**config.mk**
```make
export PLATFORM = sky130hd
export DESIGN_NAME = vector_seq
export DESIGN_NICKNAME = d
export VERILOG_FILES = /design/src/rtl/vector_seq.sv
export SDC_FILE = /design/constraint.sdc
export NUM_CORES = 1
export LEC_CHECK = 0
export CAP_MARGIN = 30
export CORE_MARGIN = 10
export CORE_UTILIZATION = 52
export DETAILED_ROUTE_END_ITERATION = 10
export GPL_TIMING_DRIVEN = 0
export PLACE_DENSITY = 0.91
export REMOVE_ABC_BUFFERS = 1
export SLEW_MARGIN = 0
export SYNTH_ARGS = -nofsm -noshare
export SYNTH_HDL_FRONTEND = slang
export SYNTH_SLANG_ARGS = --single-unit
export TNS_END_PERCENT = 100
```
**constraint.sdc**
```tcl
create_clock -name clk -period 3.48 [get_ports clk]
set_clock_uncertainty 0.15 [all_clocks]
set_input_delay 1.044 -clock clk [delete_from_list [all_inputs] [get_ports clk]]
set_output_delay 1.044 -clock clk [all_outputs]
set_load 0.01 [all_outputs]
```
**src/rtl/vector_seq.sv**
```systemverilog
// Vector-image ROM walker: streams {x,y,line,pos} points to the beam driver with a settle dwell.
// Define VECTOR_SEQ_LOOP_EN to make the end marker restart the shape instead of returning to idle.
//
// state      | meaning
// st_idle    | waiting for start
// st_fetch   | decode rom_data at rom_addr (end marker, stop, watchdog checks)
// st_present | point on pt_*, waiting for pt_ready
// st_dwell   | analog settle down-count before next fetch
module vector_seq #(
    parameter int ADDRESSWIDTH = 16,
    parameter int DATAWIDTH    = 18,
    parameter int DWELL        = 4,
    parameter int MAX_PTS      = 1024
) (
    input  logic                    clk,
    input  logic                    rst_n,
    input  logic                    start,
    input  logic                    stop,
    input  logic [ADDRESSWIDTH-1:0] base_addr,
    output logic [ADDRESSWIDTH-1:0] rom_addr,
    input  logic [DATAWIDTH-1:0]    rom_data,
    output logic [7:0]              pt_x,
    output logic [7:0]              pt_y,
    output logic                    pt_beam,
    output logic                    pt_valid,
    input  logic                    pt_ready,
    output logic                    busy,
    output logic                    done,
    output logic                    err
);

    localparam int cnt_w   = $clog2(MAX_PTS + 1);
    localparam int dwell_w = (DWELL > 1) ? $clog2(DWELL) : 1;

    localparam logic [ADDRESSWIDTH-1:0] addr_last  = '1;
    localparam logic [cnt_w-1:0]        cnt_max    = cnt_w'(MAX_PTS);
    localparam logic [dwell_w-1:0]      dwell_load = (DWELL > 0) ? dwell_w'(DWELL - 1) : '0;

    typedef enum logic [1:0] {
        st_idle,
        st_fetch,
        st_present,
        st_dwell
    } state_t;

    state_t               state;
    logic [cnt_w-1:0]     pt_cnt;
    logic [dwell_w-1:0]   dwell_cnt;
`ifdef VECTOR_SEQ_LOOP_EN
    logic [ADDRESSWIDTH-1:0] base_q;
`endif

    logic word_line;
    logic word_pos;
    logic end_mark;

    assign word_line = rom_data[1];
    assign word_pos  = rom_data[0];
    assign end_mark  = word_line & word_pos;

    always_ff @(posedge clk or negedge rst_n) begin
        if (!rst_n) begin
            state     <= st_idle;
            rom_addr  <= '0;
            pt_x      <= '0;
            pt_y      <= '0;
            pt_beam   <= 1'b0;
            pt_valid  <= 1'b0;
            busy      <= 1'b0;
            done      <= 1'b0;
            err       <= 1'b0;
            pt_cnt    <= '0;
            dwell_cnt <= '0;
`ifdef VECTOR_SEQ_LOOP_EN
            base_q    <= '0;
`endif
        end else begin
            done <= 1'b0;
            err  <= 1'b0;
            case (state)
                st_idle: begin
                    if (start) begin
                        rom_addr <= base_addr;
`ifdef VECTOR_SEQ_LOOP_EN
                        base_q   <= base_addr;
`endif
                        pt_cnt   <= '0;
                        busy     <= 1'b1;
                        state    <= st_fetch;
                    end
                end

                // Priority: stop, then watchdog, then end marker, then a real point.
                st_fetch: begin
                    if (stop) begin
                        done  <= 1'b1;
                        busy  <= 1'b0;
                        state <= st_idle;
                    end else if (pt_cnt == cnt_max) begin
                        err   <= 1'b1;
                        busy  <= 1'b0;
                        state <= st_idle;
                    end else if (end_mark) begin
                        done <= 1'b1;
`ifdef VECTOR_SEQ_LOOP_EN
                        rom_addr <= base_q;
                        pt_cnt   <= '0;
                        state    <= st_fetch;
`else
                        busy  <= 1'b0;
                        state <= st_idle;
`endif
                    end else begin
                        pt_x     <= rom_data[17:10];
                        pt_y     <= rom_data[9:2];
                        pt_beam  <= word_line;
                        pt_valid <= 1'b1;
                        state    <= st_present;
                    end
                end

                st_present: begin
                    if (pt_ready) begin
                        pt_valid <= 1'b0;
                        pt_cnt   <= pt_cnt + 1'b1;
                        if (rom_addr == addr_last) begin
                            err   <= 1'b1;
                            busy  <= 1'b0;
                            state <= st_idle;
                        end else begin
                            rom_addr <= rom_addr + 1'b1;
                            if (DWELL == 0) begin
                                state <= st_fetch;
                            end else begin
                                dwell_cnt <= dwell_load;
                                state     <= st_dwell;
                            end
                        end
                    end
                end

                st_dwell: begin
                    if (dwell_cnt == '0) begin
                        state <= st_fetch;
                    end else begin
                        dwell_cnt <= dwell_cnt - 1'b1;
                    end
                end

                default: begin
                    state <= st_idle;
                    busy  <= 1'b0;
                end
            endcase
        end
    end

endmodule

```
==> metrics.txt <==
worst slew pin tran=754.7 ps; Leakage=0.001472 uW; core area=5107 sq um; Final period util=0.9284; Achievable Freq=0.3095 GHz; async set or reset register ratio after synthesis=1.000; CTS tree=yes; area leader, netlist=dfrtp_1; # hold bufs at CTS=0; number of global-route vias before repair=2362; required time of the critical path=3570 ps; Syn Area/Cell=10.12 sq um; Post-CTS Repair Setup Buffers=0; dominant cells by area after synthesis=dfrtp_1 47%, mux2_2 8.6%, a21oi_1 5.5%; Via-to-Cell Ratio=5.507; kind of critical path=primary input to flop; Worst-Skew Late Latency=310 ps; Main synth FF type=dfrtp_1; routability cong.=0.8590; count of maximum capacitance violations=0; WP buf/inv=1; WP data arrival=3320 ps; crit start category=primary input; synthesized area=2753 sq um; wire per inst=16.71 microns; total gr overflow=0; Initial Utilization=0.5390; H-tree depth=2; r2r startpoint=state[0]; number of CTS-inserted buffers=5; initial DRC count=141; Sink Count=52; # IOs=76; final wirelength=6.920 mm; Top cell by count, worst path=a21oi_1; antenna cells=0; FF+latch count, synth=52; Post-synth EDFFs=0; Final Instance Area=3649 sq um; router iterations before antenna repair=4; Area Overhead vs Synth=32.55%; critical path's slowest cell=o21a_1; RSZ-0062 raised after global routing=false; Worst VDD drop=0.0005006 V; Clock transition at path regs=90 ps; cells after synthesis=272; gr usage total=0.1598; Antenna Nets Post-Route=0; crit-path cells=clkdlybuf4s50_1, and2b_2, nor3_2, o21a_1, a21oi_1, a21oi_1; Pins Over Slew Limit=0; Nets=390; via count=2280; worst stage delay on the critical path=650 ps; cts repair resizes=0; Syn. warnings=0; FF-to-FF setup slack=430 ps; Slew Limit Headroom=0.4968; largest net degree at the start of global routing=30; initial antenna violation count=0; Hold Crit Start=pt_y[4]; worst slack at placement=-57.58 ps; I/O Buffers=75; Final Critical Period=3231 ps; post-place instance area=3560 sq um; HPWL Detailed=5.198 mm; layout cell share with drive strength beyond 1=0.1221; Max FO, Critical Path=18; post-synth cell types=49; Worst Hold Class=flop to flop; Worst setup EP type=flop; Yosys top cell area share=0.4727; status=complete, no violations; FF-to-FF End=rom_addr[6]; worst r2r path cells=7; chip height=92.76 microns; WHS Path Cells=1; first-pass GRT wire length=11.23 mm; clock tree buffer depth=2; Die Area=8603 sq um; Die W=92.76 microns; Final Hold Fails=0; worst hold endpoint=pt_y[4]; # setup viols final=0; CP top delay family=compound AO/OA/AOI/OAI gates; register area share after synthesis=0.4727; # DRC=0; clock root buffer=clkbuf_8; # rows=26; Cell Pwr Density=777.4 nW/um^2; worst setup margin=249.1 ps
worst reg2reg max path, cell delays in order, from the launching register on:
cell     delay (ps)
dfrtp_1         400
inv_1            80
ha_1            460
and2b_2         380
nor3_2          540
o21a_1          650
a21oi_1         160
a21oi_1         140
worst max-delay path by stage:
stage          cells after the start          end      from
3_3_place_gp                       1      pt_y[2]     rst_n
5_1_grt                            6  rom_addr[6]  pt_ready
3_5_place_dp                       6  rom_addr[2]  pt_ready
2_1_floorplan                      7   pt_cnt[10]  state[0]
6_report                           6  rom_addr[6]  pt_ready
4_1_cts                            6  rom_addr[2]  pt_ready
sequential cells by signal, indices dropped and copies added, names as in the netlist, 2 cells and up:
signal,cells
rom_addr,16
pt_cnt,11
pt_x,8
pt_y,8
dwell_cnt,2
state,2
Yosys cell counts, drive strengths merged (3+ instances only):
cell,instances
dfrtp,52
a21oi,30
nand2,27
mux2,21
nor2,16
o21ai,16
inv,11
clkbuf,10
nand3,10
ha,8
nand4,8
nor3,7
o22ai,6
xnor2,6
buf,4
mux2i,4
and2b,3
and3,3
and4,3
or4b,3
final cells by class:
| cell class | count | area, sq um |
|---|---|---|
| clock buffers | 6 | 72.57 |
| clock inverters | 2 | 16.27 |
| fillers | 394 | 1459 |
| inverters | 11 | 41.29 |
| multi-input cells | 195 | 1321 |
| flip-flops and latches | 52 | 1301 |
| well taps | 70 | 87.58 |
| repair buffers | 78 | 808.3 |
metal layers:
layer	part of all wire	GRT usage	wire length [microns]
met1	0.40	0.1790	2788
met2	0.51	0.2741	3520
met3	0.073	0.06295	508
met4	0.015	0.04756	102
met5	0	0	0
cell families after synthesis:
group,Yosys count,synth area share
simple gates,92,0.1909
compound gates,62,0.1268
flops,52,0.4727
buf+inv,25,0.04727
mux,25,0.1005
xor+xnor,8,0.02546
fa+ha+maj,8,0.03637
power breakdown:
part           internal, uW  switching, uW  total, uW  leakage, uW
Sequential              839            208       1050     0.000623
Combinational           755            684       1440     0.000807
Clock                   144            206        350    0.0000414
through the flow:
stage               utilization  setup TNS (ps)  hold WS, ps  instances  total power, uW
finish                   0.7144               0        364.3        414             2836
global route             0.7144               0        386.6        414             3047
CTS                      0.7144               0        363.9        414             2865
detailed placement       0.6970          -210.2        341.8        406             2503
global placement         0.6857          -16520        334.8        403             2408
floorplan                     -               0        330.7        258             1783
layout by cell type, fill, tap and decap left out, types with 2 or more instances in the layout:
master | synthesis | final
xor2_1 | 2 | 2
and2b_2 | 3 | 3
o22ai_1 | 6 | 6
nor3b_1 | 2 | 2
nand3_1 | 10 | 10
o21a_1 | 2 | 2
clkdlybuf4s50_1 | 0 | 74
ha_1 | 8 | 8
inv_1 | 11 | 11
dfrtp_1 | 52 | 52
and4_1 | 2 | 2
nor2b_1 | 2 | 2
o21ai_0 | 15 | 15
a21oi_1 | 30 | 30
o22a_1 | 2 | 2
or4b_1 | 2 | 2
mux2_2 | 21 | 21
nand4_1 | 7 | 7
and3_1 | 3 | 3
mux2i_1 | 4 | 4
xnor2_1 | 6 | 6
nand2_1 | 27 | 27
nor2_1 | 16 | 16
nor3_1 | 6 | 6
clkbuf_8 | 1 | 5
(Power assumes the default switching activity.)
